`src/rtl/div_pkg.sv`:
```
// Shared definitions for the shift/subtract divider.
//   div_state_t       : controller state encoding (idle / running / done)
//   DIV_WIDTH_DEFAULT : default operand and result width in bits
package div_pkg;

    localparam int unsigned DIV_WIDTH_DEFAULT = 8;

    typedef enum logic [1:0] {
        StIdle    = 2'd0,
        StRunning = 2'd1,
        StDone    = 2'd2
    } div_state_t;

endpackage

```
`src/rtl/div_controller.sv`:
```
// Sequencing FSM and iteration counter for the restoring divider.
// Ports:
//   clk_i          : rising-edge clock
//   rst_i          : asynchronous active-high reset
//   start_i        : division request, honoured only in idle
//   divisor_zero_i : divisor presented with start_i is zero
//   load_o         : capture operands this edge (accepted start)
//   step_o         : perform one shift/subtract step this edge
//   last_o         : this step is the final one; publish results
//   busy_o         : running or done
//   ready_o        : one-cycle pulse while in done
module div_controller
    import div_pkg::*;
#(
    parameter int unsigned Width = DIV_WIDTH_DEFAULT
) (
    input  logic clk_i,
    input  logic rst_i,
    input  logic start_i,
    input  logic divisor_zero_i,
    output logic load_o,
    output logic step_o,
    output logic last_o,
    output logic busy_o,
    output logic ready_o
);

    localparam int unsigned CntW = $clog2(Width + 1);

    div_state_t            state_q, state_d;
    logic      [CntW-1:0] cnt_q, cnt_d;

    always_ff @(posedge clk_i or posedge rst_i) begin
        if (rst_i) begin
            state_q <= StIdle;
            cnt_q   <= '0;
        end else begin
            state_q <= state_d;
            cnt_q   <= cnt_d;
        end
    end

    always_comb begin
        state_d = state_q;
        cnt_d   = cnt_q;
        unique case (state_q)
            StIdle: begin
                if (start_i) begin
                    cnt_d   = CntW'(Width);
                    // A zero divisor needs no iterations; results are fixed.
                    state_d = divisor_zero_i ? StDone : StRunning;
                end
            end
            StRunning: begin
                cnt_d = cnt_q - CntW'(1);
                if (cnt_q == CntW'(1)) begin
                    state_d = StDone;
                end
            end
            StDone: begin
                state_d = StIdle;
            end
            default: begin
                state_d = StIdle;
            end
        endcase
    end

    always_comb begin
        load_o  = 1'b0;
        step_o  = 1'b0;
        last_o  = 1'b0;
        busy_o  = 1'b0;
        ready_o = 1'b0;
        unique case (state_q)
            StIdle: begin
                load_o = start_i;
            end
            StRunning: begin
                step_o = 1'b1;
                last_o = (cnt_q == CntW'(1));
                busy_o = 1'b1;
            end
            StDone: begin
                busy_o  = 1'b1;
                ready_o = 1'b1;
            end
            default: begin
                load_o = 1'b0;
            end
        endcase
    end

endmodule

```
`src/rtl/shift_subtract_divider.sv`:
```
// Unsigned restoring divider producing one quotient bit per cycle, MSB first.
// Ports:
//   clk_in      : rising-edge clock
//   rst_in      : asynchronous active-high reset
//   start       : request a division (ignored while busy)
//   dividend    : numerator, sampled with start
//   divisor     : denominator, sampled with start
//   quotient    : registered result
//   remainder   : registered result
//   busy        : operation in progress or completing
//   ready       : one-cycle pulse, results valid
//   div_by_zero : last completed operation had a zero divisor
module shift_subtract_divider
    import div_pkg::*;
#(
    parameter int unsigned WIDTH = DIV_WIDTH_DEFAULT
) (
    input  logic             clk_in,
    input  logic             rst_in,
    input  logic             start,
    input  logic [WIDTH-1:0] dividend,
    input  logic [WIDTH-1:0] divisor,
    output logic [WIDTH-1:0] quotient,
    output logic [WIDTH-1:0] remainder,
    output logic             busy,
    output logic             ready,
    output logic             div_by_zero
);

    logic load, step, last, divisor_zero;

    assign divisor_zero = (divisor == '0);

    div_controller #(
        .Width(WIDTH)
    ) u_ctrl (
        .clk_i         (clk_in),
        .rst_i         (rst_in),
        .start_i       (start),
        .divisor_zero_i(divisor_zero),
        .load_o        (load),
        .step_o        (step),
        .last_o        (last),
        .busy_o        (busy),
        .ready_o       (ready)
    );

    // dividend_q doubles as the quotient accumulator: dividend bits leave at
    // the MSB while quotient bits enter at the LSB.
    logic [WIDTH-1:0] dividend_q, dividend_d;
    logic [WIDTH-1:0] divisor_q, divisor_d;
    logic [WIDTH:0]   rem_q, rem_d;
    logic [WIDTH-1:0] quotient_q, quotient_d;
    logic [WIDTH-1:0] remainder_q, remainder_d;
    logic             dbz_q, dbz_d;

    logic [WIDTH+1:0] shifted, trial;
    logic [WIDTH:0]   rem_next;
    logic             take;

    // Restoring step; the extra top bit of trial acts as the borrow.
    always_comb begin
        shifted  = {rem_q, dividend_q[WIDTH-1]};
        trial    = shifted - {2'b00, divisor_q};
        take     = ~trial[WIDTH+1];
        rem_next = take ? trial[WIDTH:0] : shifted[WIDTH:0];
    end

    always_comb begin
        dividend_d  = dividend_q;
        divisor_d   = divisor_q;
        rem_d       = rem_q;
        quotient_d  = quotient_q;
        remainder_d = remainder_q;
        dbz_d       = dbz_q;
        if (load) begin
            dividend_d = dividend;
            divisor_d  = divisor;
            rem_d      = '0;
            dbz_d      = divisor_zero;
            if (divisor_zero) begin
                quotient_d  = '1;
                remainder_d = dividend;
            end
        end else if (step) begin
            rem_d      = rem_next;
            dividend_d = {dividend_q[WIDTH-2:0], take};
            if (last) begin
                quotient_d  = {dividend_q[WIDTH-2:0], take};
                remainder_d = rem_next[WIDTH-1:0];
            end
        end
    end

    always_ff @(posedge clk_in or posedge rst_in) begin
        if (rst_in) begin
            dividend_q  <= '0;
            divisor_q   <= '0;
            rem_q       <= '0;
            quotient_q  <= '0;
            remainder_q <= '0;
            dbz_q       <= 1'b0;
        end else begin
            dividend_q  <= dividend_d;
            divisor_q   <= divisor_d;
            rem_q       <= rem_d;
            quotient_q  <= quotient_d;
            remainder_q <= remainder_d;
            dbz_q       <= dbz_d;
        end
    end

    assign quotient    = quotient_q;
    assign remainder   = remainder_q;
    assign div_by_zero = dbz_q;

endmodule

```
`config.mk`:
```
export PLATFORM = sky130hd
export DESIGN_NAME = shift_subtract_divider
export DESIGN_NICKNAME = d
export VERILOG_FILES = /design/src/rtl/div_pkg.sv /design/src/rtl/div_controller.sv /design/src/rtl/shift_subtract_divider.sv
export SDC_FILE = /design/constraint.sdc
export NUM_CORES = 1
export LEC_CHECK = 0
export BUFFER_PORTS_ARGS = -buffer_cell sky130_fd_sc_hd__buf_2
export CORE_MARGIN = 3
export CORE_UTILIZATION = 57
export DETAILED_ROUTE_END_ITERATION = 16
export PLACE_DENSITY = 0.79
export SYNTH_ARGS = -nofsm -noshare
export SYNTH_HDL_FRONTEND = slang
export SYNTH_SLANG_ARGS = --single-unit
```
`constraint.sdc`:
```
create_clock -name clk_in -period 3.1 [get_ports clk_in]
set_clock_uncertainty 0.05 [all_clocks]
set_input_delay 0.31 -clock clk_in [delete_from_list [all_inputs] [get_ports clk_in]]
set_output_delay 0.31 -clock clk_in [all_outputs]
set_load 0.02 [all_outputs]
```
======== After elaboration in Yosys (flattened, before gate mapping) ========
Index checks and enable logic that the tools add are counted.
Widths: inputs -> output; s select.
operators by class
  equal/unequal tests ..................... 6
  reduce and logical (&&, ||, !) cells .... 9
  add/sub/neg operators ................... 2
  multiplexer cells ....................... 24
  bitwise operators ....................... 1
operators with widths
  operator             number
  $mux 8               10
  $mux 9               3
  $sub 10x8->10        1
  $logic_not 8->1      1
  $pmux 4 s2           1
  $mux 2               3
  $reduce_bool 2->1    3
  $mux 1               5
  $eq 4x1->1 const B   1
  $mux 4               1
  $ne 2x1->1 const B   2
  $pmux 2 s2           1
  $reduce_and 2->1     2
  $sub 4x1->4 const B  1
  $reduce_and 3->1     1
  $eq 2x1->1 const B   1
  $eq 2x2->1 const B   1
  $logic_not 2->1      1
  $ne 2x2->1 const B   1
  $reduce_or 2->1      1
  $not 1->1            1
word-level totals
  logic and storage cells ................. 50
  output and inout port bits .............. 19
  bits in registers ....................... 48
  bits of input ports ..................... 19

======== Depth between registers and ports, before layout ========
Gate-level depths: netlist of run 1.
  word-level depth ........................ 5
  mapped depth ............................ 10
  gate-level depth less buffers ........... 10

======== Hierarchy ========
A second synthesis of run 1 with hierarchy kept.
unflattened totals
  cells, all modules ...................... 315
  area total of the unflattened synthesis .. 2830.2 µm²
modules (own cells, without submodules)
  module                  cells an instance  seq. area each (µm²)  instances  area each (µm²)
  shift_subtract_divider  268                1051.0                1          2402.3
  div_controller          47                 150.1                 1          427.9

======== Worst setup path before layout of run 1 ========
No wires, ideal clock.
  path type ............................... reg-to-reg
  from .................................... register rem_q[5]
  to ...................................... register remainder_q[0], in the netlist remainder[0]
  path buffers ............................ 0
  arrival time ............................ 2.271 ns
  data required time ...................... 2.956 ns
  library setup time ...................... 0.094 ns
  cell stages (with the launch flop) ...... 8
  slack ................................... 0.685 ns
  period minus slack after synthesis ...... 2.415 ns
  cell sequence ........................... dfrtp_1 ha_1 a21o_1 a211o_4 nor3b_4 xnor2_2 mux2_4 a221oi_2
on the way
  word-level cells in the longest chain between the ends .. 5
RTL lines
  what                    RTL line                       source
  from (decl)             shift_subtract_divider.sv:52   logic [WIDTH:0] rem_q, rem_d;
  from (signal assigned)  shift_subtract_divider.sv:106  rem_q <= rem_d;
  $sub 10x8->10           shift_subtract_divider.sv:64   trial = shifted - {2'b00, divisor_q};
  $mux 9                  shift_subtract_divider.sv:66   rem_next = take ? trial[WIDTH:0] : shifted[WIDTH:0];
  $mux 8                  shift_subtract_divider.sv:88   if (last) begin
  $mux 8                  shift_subtract_divider.sv:85   end else if (step) begin
  $mux 8                  shift_subtract_divider.sv:76   if (load) begin
  to (signal assigned)    shift_subtract_divider.sv:108  remainder_q <= remainder_d;
  to (decl)               shift_subtract_divider.sv:54   logic [WIDTH-1:0] remainder_q, remainder_d;
Every way passes these cells. The select of a mux whose other input is x is not followed.
A chain may end at the register's enable or synchronous reset.

======== Worst setup path after layout of run 1 ========
  from .................................... register rem_q[4]
  to ...................................... register remainder_q[0], in the netlist remainder[0]
Same word-level chain as after synthesis.

==> reports/summary.txt, run 1 <==
post-synthesis adder-cell area fraction - 0.06685
Cells after Synth - 290
Yosys top cell area share - 0.4396
Slew headroom - 0.3284
DR vias/cell - 5.957
TritonCTS Buffers - 5
Synth Flop Type - dfrtp_1
post-route ant nets - 0
number of flops mapped to enable cells by yosys - 0
GR Overflow Total - 0
Tmin final - 2.779 ns
compound-cell area share of the yosys netlist - 0.2056
Final Slew Violations - 0
Initial DRC Count - 144
ys async rst share - 1.000
Fillers - 364
CTS resizes - 0
Wirelength per Cell - 16.42 um
Syn Nets - 323
synth warn - 0
WL final - 6.156 mm
CTS max path bufs - 2
worst vdd ir - 0.6801 mV
crit-path cells - ha_1 -> and3_2 -> o211ai_1 -> nor3b_4 -> xnor2_2 -> mux2_4 -> a221oi_2
clock root cell - clkbuf_8
synth unique cells - 47
Die Span X - 75.24 um
Clk Latency, worst-skew pair - 0.30 ns
mux cell area share after synthesis - 0.05311
post-synth top area cell - dfrtp_1
crit path max-delay cell type - xnor2_2
TritonCTS clock tree - done
vias - 2,234
GP Congestion - 0.9069
Hold Vio Cnt, Final - 0
fraction of layout cells with a size suffix above 1 - 0.1827
Combinational Power Share - 0.584
Max Cap Viol - 0
core box area - 0.004504 sq mm
non-filler instance count after layout - 375
I/O Pins - 38
worst slew pin tran - 1.006 ns
worst setup path category - register to register
Net Switching - 1.705 mW
pwr dens - 1239 mW/mm^2
simple-gate portion of the synthesized area - 0.1534
Post-DP HPWL - 4.440 mm
average size of a mapped cell - 9.423 sq um
flip-flop and latch count after synthesis - 48
die extent in y - 75.24 um
static leakage - 1.404 nW
Starting Density - 0.6067
Sw Share - 0.4487
number of global-route vias before repair - 2,138
Antenna diodes - 0
Cell Area, Synth - 0.002733 sq mm
status - complete, no violations
Die ar. - 0.005661 sq mm
WP buf/inv - 0
CTS Hold Bufs - 0
dpl cells - 367
post-CTS setup buffers - 0
CTS Sinks - 48
delay-heaviest family, CP - XOR/XNOR gates
nets@finish - 355
Setup crit end kind - register
largest family of logic cells by synthesized area - compound AO/OA/AOI/OAI gates
first-pass GRT wire length - 10.36 mm
Synth area leaders - dfrtp_1 (44%), o21ai_0 (6.0%), ha_1 (6.0%)
total track usage - 0.2374
min-delay worst type - input pin to register
crit-path max FO - 12
unrepaired setup endpoints after global routing - no
H-tree Lvls - 2
XOR/XNOR Fraction of Synth Area - 0.03159
most frequent cells in the layout - dfrtp_1 (48), buf_2 (37), o21ai_0 (33)
DRC viols - 0
CP peak stage delay - 0.56 ns
CP required - 3.26 ns
CP arrival - 2.93 ns
sequential share of power - 0.289
PortBufs - 37
CP startpoint kind - register
TNS Setup - 0 ns
largest net degree at the start of global routing - 49
Tcrit/Tclk final - 0.8963
final setup vio count - 0
# rows - 24
Seq/Total Area, Yosys - 0.4396
Syn-to-layout area delta - 12.18%
antenna violations before repair - 0
DR pass1 iterations - 5
Fmax - 359.9 MHz
clock share of power - 0.126
Power Internal - 2.094 mW
Worst-path clk slew - 0.09 ns
most common cell after layout, fill and taps aside - dfrtp_1
-- metal layers --
metal | global-route usage | vias up | wire (um)
met5 | 0 | - | 0
met4 | 0.07961 | 0 | 104
met3 | 0.04272 | 12 | 295
met2 | 0.3598 | 70 | 2855
met1 | 0.3447 | 1059 | 2901
li1 | - | 1093 | -
-- flip-flops by register name, summed over array words and instances, names as in the netlist --
signal	cells
divisor_q	8
rem_q	9
u_ctrl.cnt_q	4
u_ctrl.state_q	2
div_by_zero	1
remainder	8
quotient	8
dividend_q	8
-- power by group through the flow --
stage                     sequential, mW  clock, mW  combinational (mW)
final                               1.10      0.481                2.22
after global routing                1.13      0.512                2.47
after CTS                           1.10      0.486                2.22
after detailed placement            1.11          0                2.20
after global placement              1.09          0                2.17
after floorplan                     1.14          0                1.69
-- cell usage after synthesis (2+ instances only) --
cell type and n:
xnor2_1 6, o211ai_1 2, nor3_1 2, o21ai_0 33, a221oi_2 2, xor2_1 2, a22o_1 2, a211oi_1 2
mux2i_1 13, a21o_1 2, and2_1 2, nand2_1 32, o22a_1 9, nor3b_1 2, a31oi_1 3, and3_1 4
o21a_1 2, inv_1 18, nand2b_1 3, a21oi_1 17, clkbuf_1 13, nand3_1 11, nor4_1 2, a221oi_1 3
ha_1 13, and3_2 2, dfrtp_1 48, o211a_1 2, nor2_1 19, nand3b_1 2
-- stage by stage --
step | hold slack, ns | cell area (sq um) | util | power [mW] | setup slack [ns]
floorplan | 0.3654 | 2733 | - | 2.835 | 0.6848
global placement | 0.4112 | 2944 | 0.6536 | 3.266 | 0.4389
detailed placement | 0.4218 | 2944 | 0.6536 | 3.305 | 0.3709
CTS | 0.1740 | 3065 | 0.6806 | 3.801 | 0.3525
global route | 0.1780 | 3065 | 0.6806 | 4.116 | 0.1314
finish | 0.1716 | 3065 | 0.6806 | 3.799 | 0.3215
-- worst min-delay path: cells and delay by family --
kind,cells,cell delay [ns]
buffers and inverters,1,0.08
and+or+nand+nor,1,0.04
AOI/OAI and AO/OA,1,0.06
-- final cells by class --
type,count,area (sq um),area share
Sequential cell,48,1201,0.3918
Multi-Input combinational cell,208,1395,0.4551
Clock buffer,6,82.58,0.02694
Tap cell,52,65.06,0.02122
Timing Repair Buffer,41,215.2,0.07020
Inverter,18,67.56,0.02204
Clock inverter,2,38.79,0.01265
-- path summary, 6_finish.rpt --
check	depth (start not counted)	to	startpoint	slack, ns
min in group asynchronous	2	divisor_q[3]	rst_in	0.19
min reg2reg	1	quotient[6]	quotient[6]	0.44
min	3	divisor_q[4]	divisor[4]	0.17
max reg2reg	7	remainder[0]	rem_q[4]	0.32
max in group asynchronous	2	remainder[0]	rst_in	2.19
max	7	remainder[0]	rem_q[4]	0.32
-- cells by family (layout without fill, tap and decap cells) --
group / Yosys count / after routing
AO/OA/AOI/OAI: 85 / 85
XOR/XNOR: 9 / 9
adder cells (fa/ha/maj): 14 / 14
buffers and inverters: 34 / 67
flip-flops: 48 / 48
multiplexers: 14 / 14
AND/OR/NAND/NOR: 86 / 86
Power figures use the tool's default switching activity.
==> inputs of run 2 (changes only) <==
--- a/config.mk
+++ b/config.mk
@@ -6,6 +6,7 @@
 export NUM_CORES = 1
 export LEC_CHECK = 0
 export BUFFER_PORTS_ARGS = -buffer_cell sky130_fd_sc_hd__buf_2
+export CORE_ASPECT_RATIO = 0.9
 export CORE_MARGIN = 3
 export CORE_UTILIZATION = 57
 export DETAILED_ROUTE_END_ITERATION = 16
==> reports/summary.txt, run 2 (synthesis gave the netlist of run 1 again) <==
I/O Pins - 38 (unchanged)
crit path max-delay cell type - xnor2_2
Worst-path clk slew - 0.09 ns (about the same)
crit-path cells - ha_1 -> and3_2 -> o211ai_1 -> nor3b_4 -> xnor2_2 -> mux2_4 -> a221oi_2
Die Span X - 78.99 um (+5.0%)
post-route ant nets - 0 (unchanged)
Biggest register - rem_q
pwr dens - 1214 mW/mm^2 (-2.1%)
static leakage - 1.395 nW (-0.64%)
dpl cells - 378 (+3.0%)
first-pass GRT wire length - 10.40 mm (+0.34%)
unrepaired setup endpoints after global routing - no
fraction of layout cells with a size suffix above 1 - 0.1827 (unchanged)
WP buf/inv - 0 (unchanged)
Post-DP HPWL - 4.356 mm (-1.9%)
Fmax - 363.2 MHz (+0.93%)
CP arrival - 2.92 ns (about the same)
TNS Setup - 0 ns (unchanged)
nets@finish - 356 (+0.28%)
FF-to-FF Start - rem_q[4]
min-delay worst type - input pin to register
largest net degree at the start of global routing - 49 (unchanged)
Initial DRC Count - 153 (+6.3%)
TritonCTS clock tree - done
Tmin final - 2.753 ns (-0.02557 ns)
Clk Latency, worst-skew pair - 0.30 ns (about the same)
Sequential Area - 0.001201 sq mm (unchanged)
most frequent cells in the layout - dfrtp_1 (48), buf_2 (37), o21ai_0 (33)
DRC viols - 0 (unchanged)
Worst Hold End - divisor_q[4]
reg2reg setup slack - 0.35 ns (+0.03 ns)
H-tree Lvls - 2 (unchanged)
WL final - 6.104 mm (-0.84%)
CTS Hold Bufs - 0 (unchanged)
worst slew pin tran - 0.9986 ns (-0.007284 ns)
Setup crit end kind - register
Final Slew Violations - 0 (unchanged)
GR Overflow Total - 0 (unchanged)
Die ar. - 0.005662 sq mm (about the same)
PortBufs - 37 (unchanged)
vias - 2,185 (-2.2%)
non-filler instance count after layout - 385 (+2.7%)
max reg flops - 9 (unchanged)
die extent in y - 71.69 um (-4.7%)
CP startpoint kind - register
Hold Vio Cnt, Final - 0 (unchanged)
CTS Sinks - 48 (unchanged)
GP Congestion - 0.9029 (-0.44%)
CP required - 3.26 ns (about the same)
Slew headroom - 0.3333 (+0.004863)
Antenna diodes - 0 (unchanged)
clock root cell - clkbuf_8
footprint of the multi-input gates - 0.001395 sq mm (unchanged)
Starting Density - 0.6010 (-0.005676)
Tcrit/Tclk final - 0.8880 (-0.008248)
Syn-to-layout area delta - 11.81%
DR pass1 iterations - 4 (-1)
Max Cap Viol - 0 (unchanged)
TritonCTS Buffers - 5 (unchanged)
worst vdd ir - 0.7049 mV (+3.6%)
post-CTS setup buffers - 0 (unchanged)
CTS resizes - 0 (unchanged)
antenna violations before repair - 0 (unchanged)
number of global-route vias before repair - 2,136 (-0.094%)
status - complete, no violations
worst setup path category - register to register
CP peak stage delay - 0.57 ns (about the same)
core box area - 0.004547 sq mm (+0.94%)
DR vias/cell - 5.675 (-4.7%)
most common cell after layout, fill and taps aside - dfrtp_1
CTS max path bufs - 2 (unchanged)
R2R Path End - remainder[0]
hold path start - divisor[4]
Fillers - 411 (+13%)
# rows - 23 (-4.2%)
Reg2Reg Depth - 7 (unchanged)
Wirelength per Cell - 15.85 um (-3.4%)
delay-heaviest family, CP - XOR/XNOR gates
final setup vio count - 0 (unchanged)
worst hold path cell count - 3 (unchanged)
crit-path max FO - 12 (unchanged)
total track usage - 0.2327 (-0.004687)
==> run 2: final cells by class <==
class	instances	area share
Clock buffer	6	0.02703
Inverter	18	0.02211
Timing Repair Buffer	42	0.07289
Clock inverter	1	0.002867
Multi-Input combinational cell	208	0.4566
Tap cell	62	0.02539
Sequential cell	48	0.3931
==> run 2: metal layers <==
metal,up-vias,track usage,routed length (um),share of wire
met5,-,0,0,0
met4,0,0.05344,57,0.0093
met3,7,0.04146,268,0.044
met2,49,0.3682,2759,0.45
met1,1034,0.3375,3020,0.49
li1,1095,-,-,-
==> run 2: report_power, final <==
part / leakage (nW) / total (mW) / internal (mW) / switching (mW)
logic: 0.779 / 2.22 / 0.941 / 1.28
registers: 0.569 / 1.09 / 0.893 / 0.202
clock network: 0.0473 / 0.394 / 0.178 / 0.215
==> run 2: worst min-delay path, delay by kind of cell <==
family / cells / cell delay, ns
compound gates: 1 / 0.06
buf+inv: 1 / 0.09
simple gates: 1 / 0.04
==> run 2: worst max-delay path by stage <==
stage / startpoint / to / slack, ns / depth (start not counted)
2_1_floorplan: rem_q[5] / remainder[0] / 0.68 / 7
6_report: rem_q[4] / remainder[0] / 0.35 / 7
3_3_place_gp: rem_q[4] / remainder[0] / 0.44 / 7
3_5_place_dp: rem_q[4] / remainder[0] / 0.37 / 7
4_1_cts: rem_q[4] / remainder[0] / 0.35 / 7
5_1_grt: rem_q[4] / remainder[0] / 0.19 / 7
==> run 2: metrics by stage <==
| step | area (sq um) | utilization | hold slack, ns | worst slack, ns | power (mW) |
|---|---|---|---|---|---|
| floorplan | 2733 | - | 0.3654 | 0.6848 | 2.835 |
| global placement | 2964 | 0.6519 | 0.4110 | 0.4444 | 3.260 |
| detailed placement | 2964 | 0.6519 | 0.4140 | 0.3683 | 3.312 |
| CTS | 3055 | 0.6720 | 0.1648 | 0.3490 | 3.718 |
| global route | 3055 | 0.6720 | 0.1798 | 0.1861 | 4.037 |
| finish | 3055 | 0.6720 | 0.1721 | 0.3471 | 3.709 |
==> inputs of run 3 (changes only) <==
--- a/config.mk
+++ b/config.mk
@@ -5,6 +5,7 @@
 export SDC_FILE = /design/constraint.sdc
 export NUM_CORES = 1
 export LEC_CHECK = 0
+export ABC_AREA = 1
 export BUFFER_PORTS_ARGS = -buffer_cell sky130_fd_sc_hd__buf_2
 export CORE_ASPECT_RATIO = 0.9
 export CORE_MARGIN = 3
==> reports/summary.txt, run 3 <==
GP Congestion - 0.8903 (-1.4%)
Hold Vio Cnt, Final - 0 (unchanged)
worst slew pin tran - 1.007 ns (+0.008193 ns)
post-synthesis adder-cell area fraction - 0.06661 (-0.0002440)
CTS max path bufs - 2 (unchanged)
GR Util met1 - 0.2895 (-0.04802)
TritonCTS clock tree - done
H-tree Lvls - 2 (unchanged)
Yosys top cell area share - 0.4380 (-0.001604)
DRC viols - 0 (unchanged)
final setup vio count - 0 (unchanged)
CP required - 3.26 ns (about the same)
CP peak stage delay - 0.41 ns (-0.16 ns)
CTS resizes - 0 (unchanged)
Final Slew Violations - 0 (unchanged)
Worst-path clk slew - 0.09 ns (about the same)
Biggest register - rem_q
synth unique cells - 30 (-36%)
Combinational Power Share - 0.572 (-0.027)
clock root cell - clkbuf_8
static leakage - 1.758 nW (+26%)
GR Util met3 - 0.03894 (-0.002513)
synth warn - 0 (unchanged)
min-delay worst type - input pin to async pin
antenna violations before repair - 0 (unchanged)
Post-DP HPWL - 4.454 mm (+2.2%)
WL final - 6.057 mm (-0.77%)
core box area - 0.004547 sq mm (unchanged)
# rows - 23 (unchanged)
Cells after Synth - 357 (+23%)
most common cell after layout, fill and taps aside - nand2_1
Sw Share - 0.4822 (+0.02460)
CP startpoint kind - register
I/O Pins - 38 (unchanged)
Syn Nets - 390 (+21%)
Setup crit end kind - register
Synth area leaders - dfrtp_1 (44%), nand2_1 (12%), inv_1 (7.8%)
largest family of logic cells by synthesized area - simple AND/OR/NAND/NOR gates
PortBufs - 37 (unchanged)
Tmin final - 2.233 ns (-0.5204 ns)
compound-cell area share of the yosys netlist - 0.1086 (-0.09701)
Tcrit/Tclk final - 0.7202 (-0.1679)
Antenna diodes - 0 (unchanged)
CTS Hold Bufs - 0 (unchanged)
clock share of power - 0.121 (+0.015)
Die Span X - 79.12 um (+0.17%)
post-route ant nets - 0 (unchanged)
worst vdd ir - 0.5721 mV (-19%)
number of global-route vias before repair - 2,333 (+9.2%)
TritonCTS Buffers - 5 (unchanged)
mux cell area share after synthesis - 0 (-0.05311)
Fmax - 447.9 MHz (+23%)
crit-path cells - inv_1 -> ha_1 -> nand2_2 -> inv_2 -> nor2_2 -> nand2_2 -> inv_2 -> a21oi_4 -> inv_2 -> or2_2 -> nand2_1 -> inv_1
most used standard cell by instance count after synthesis - nand2_1
crit-path most repeated cell - inv_2
most frequent cells in the layout - nand2_1 (91), inv_1 (56), dfrtp_1 (48)
delay-heaviest family, CP - buffers and inverters
sequential share of power - 0.307 (+0.012)
GR Overflow Total - 0 (unchanged)
ys async rst share - 1.000 (unchanged)
Max Cap Viol - 0 (unchanged)
Clk Latency, worst-skew pair - 0.30 ns (about the same)
M2 GR Usage - 0.3832 (+0.01495)
first-pass GRT wire length - 10.09 mm (-3.0%)
CTS Sinks - 48 (unchanged)
simple-gate portion of the synthesized area - 0.2705 (+0.1171)
WP buf/inv - 5 (+5)
Die ar. - 0.005681 sq mm (+0.34%)
nets@finish - 426 (+20%)
post-CTS setup buffers - 0 (unchanged)
Slew headroom - 0.3278 (-0.005470)
Initial DRC Count - 125 (-18%)
max reg flops - 9 (unchanged)
Starting Density - 0.6032 (+0.002201)
worst setup path category - register to register
fraction of layout cells with a size suffix above 1 - 0.1675 (-0.01515)
number of flops mapped to enable cells by yosys - 0 (unchanged)
Seq/Total Area, Yosys - 0.4380 (-0.001604)
Synth top cells by count - nand2_1 (91), inv_1 (57), dfrtp_1 (48)
Cell Area, Synth - 0.002743 sq mm (+0.37%)
total track usage - 0.2256 (-0.007053)
crit-path max FO - 20 (+8)
Most Crowded Layer GR - met2
Wirelength per Cell - 13.28 um (-16%)
TNS Setup - 0 ns (unchanged)
post-synth top area cell - dfrtp_1
die extent in y - 71.81 um (+0.17%)
DR pass1 iterations - 4 (unchanged)
fin util - 0.6720 (unchanged)
average size of a mapped cell - 7.682 sq um (-18%)
XOR/XNOR Fraction of Synth Area - 0.01277 (-0.01882)
Power Internal - 1.702 mW (-15%)
vias - 2,420 (+11%)
Synth Flop Type - dfrtp_1
CP arrival - 2.39 ns (-0.53 ns)
status - complete, no violations
unrepaired setup endpoints after global routing - no
flip-flop and latch count after synthesis - 48 (unchanged)
DR vias/cell - 5.307 (-6.5%)
Syn-to-layout area delta - 11.41%
Net Switching - 1.585 mW (-6.6%)
pwr dens - 1076 mW/mm^2 (-11%)
largest net degree at the start of global routing - 49 (unchanged)
crit path max-delay cell type - dfrtp_1
-- run 3: final timing paths --
path | start | to | slack (ns) | cells after the start
max | u_ctrl.state_q[1] | remainder[2] | 0.87 | 12
min | rst_in | u_ctrl.cnt_q[3] | 0.19 | 2
max reg2reg | u_ctrl.state_q[1] | remainder[2] | 0.87 | 12
min reg2reg | divisor_q[4] | divisor_q[4] | 0.44 | 2
max in group asynchronous | rst_in | rem_q[2] | 2.19 | 2
min in group clk_in | dividend[3] | dividend_q[3] | 0.19 | 3
-- run 3: area by class of cell --
type,instances,area (sq um)
clock buffers,7,86.33
clock inverters,1,7.507
inverters,62,232.7
well taps,62,77.57
fillers,441,1491
multi-input cells,238,1257
flip-flops and latches,48,1201
repair buffers,38,192.7
-- run 3: worst reg2reg max path, delay by kind of cell (launching register included) --
kind | cells | cell delay (ns)
buffers and inverters | 5 | 0.64
and+or+nand+nor | 5 | 0.63
DFF | 1 | 0.41
AOI/OAI and AO/OA | 1 | 0.22
adders and majority gates | 1 | 0.21
-- run 3: cells by family (layout without fill, tap and decap cells) --
logic type               Yosys count  count (layout)
AND/OR/NAND/NOR                  171             171
buffers and inverters             71             108
AO/OA/AOI/OAI                     49              49
flip-flops                        48              48
adder cells (fa/ha/maj)           14              14
XOR/XNOR                           4               4
-- run 3: layer usage --
| layer | wire length (um) | share of wire |
|---|---|---|
| met2 | 2915 | 0.48 |
| met4 | 90 | 0.015 |
| met1 | 2747 | 0.45 |
| met5 | 0 | 0 |
| met3 | 304 | 0.050 |
-- run 3: power by group through the flow --
stage | Combinational, mW | Clock [mW] | Sequential [mW]
global placement | 1.80 | 0 | 1.01
detailed placement | 1.85 | 0 | 1.02
CTS | 1.87 | 0.402 | 1.01
floorplan | 1.43 | 0 | 1.07
finish | 1.88 | 0.398 | 1.01
global route | 2.13 | 0.431 | 1.03
-- run 3: stage by stage --
step	area (sq um)	std cells	hold slack (ns)	setup WS, ns	power (mW)
floorplan	2743	357	0.3868	1.302	2.492
global placement	2962	448	0.4174	0.9810	2.808
detailed placement	2962	448	0.4221	0.8832	2.874
CTS	3055	456	0.1844	0.8600	3.285
global route	3055	456	0.1897	0.6538	3.594
finish	3055	456	0.1855	0.8675	3.287
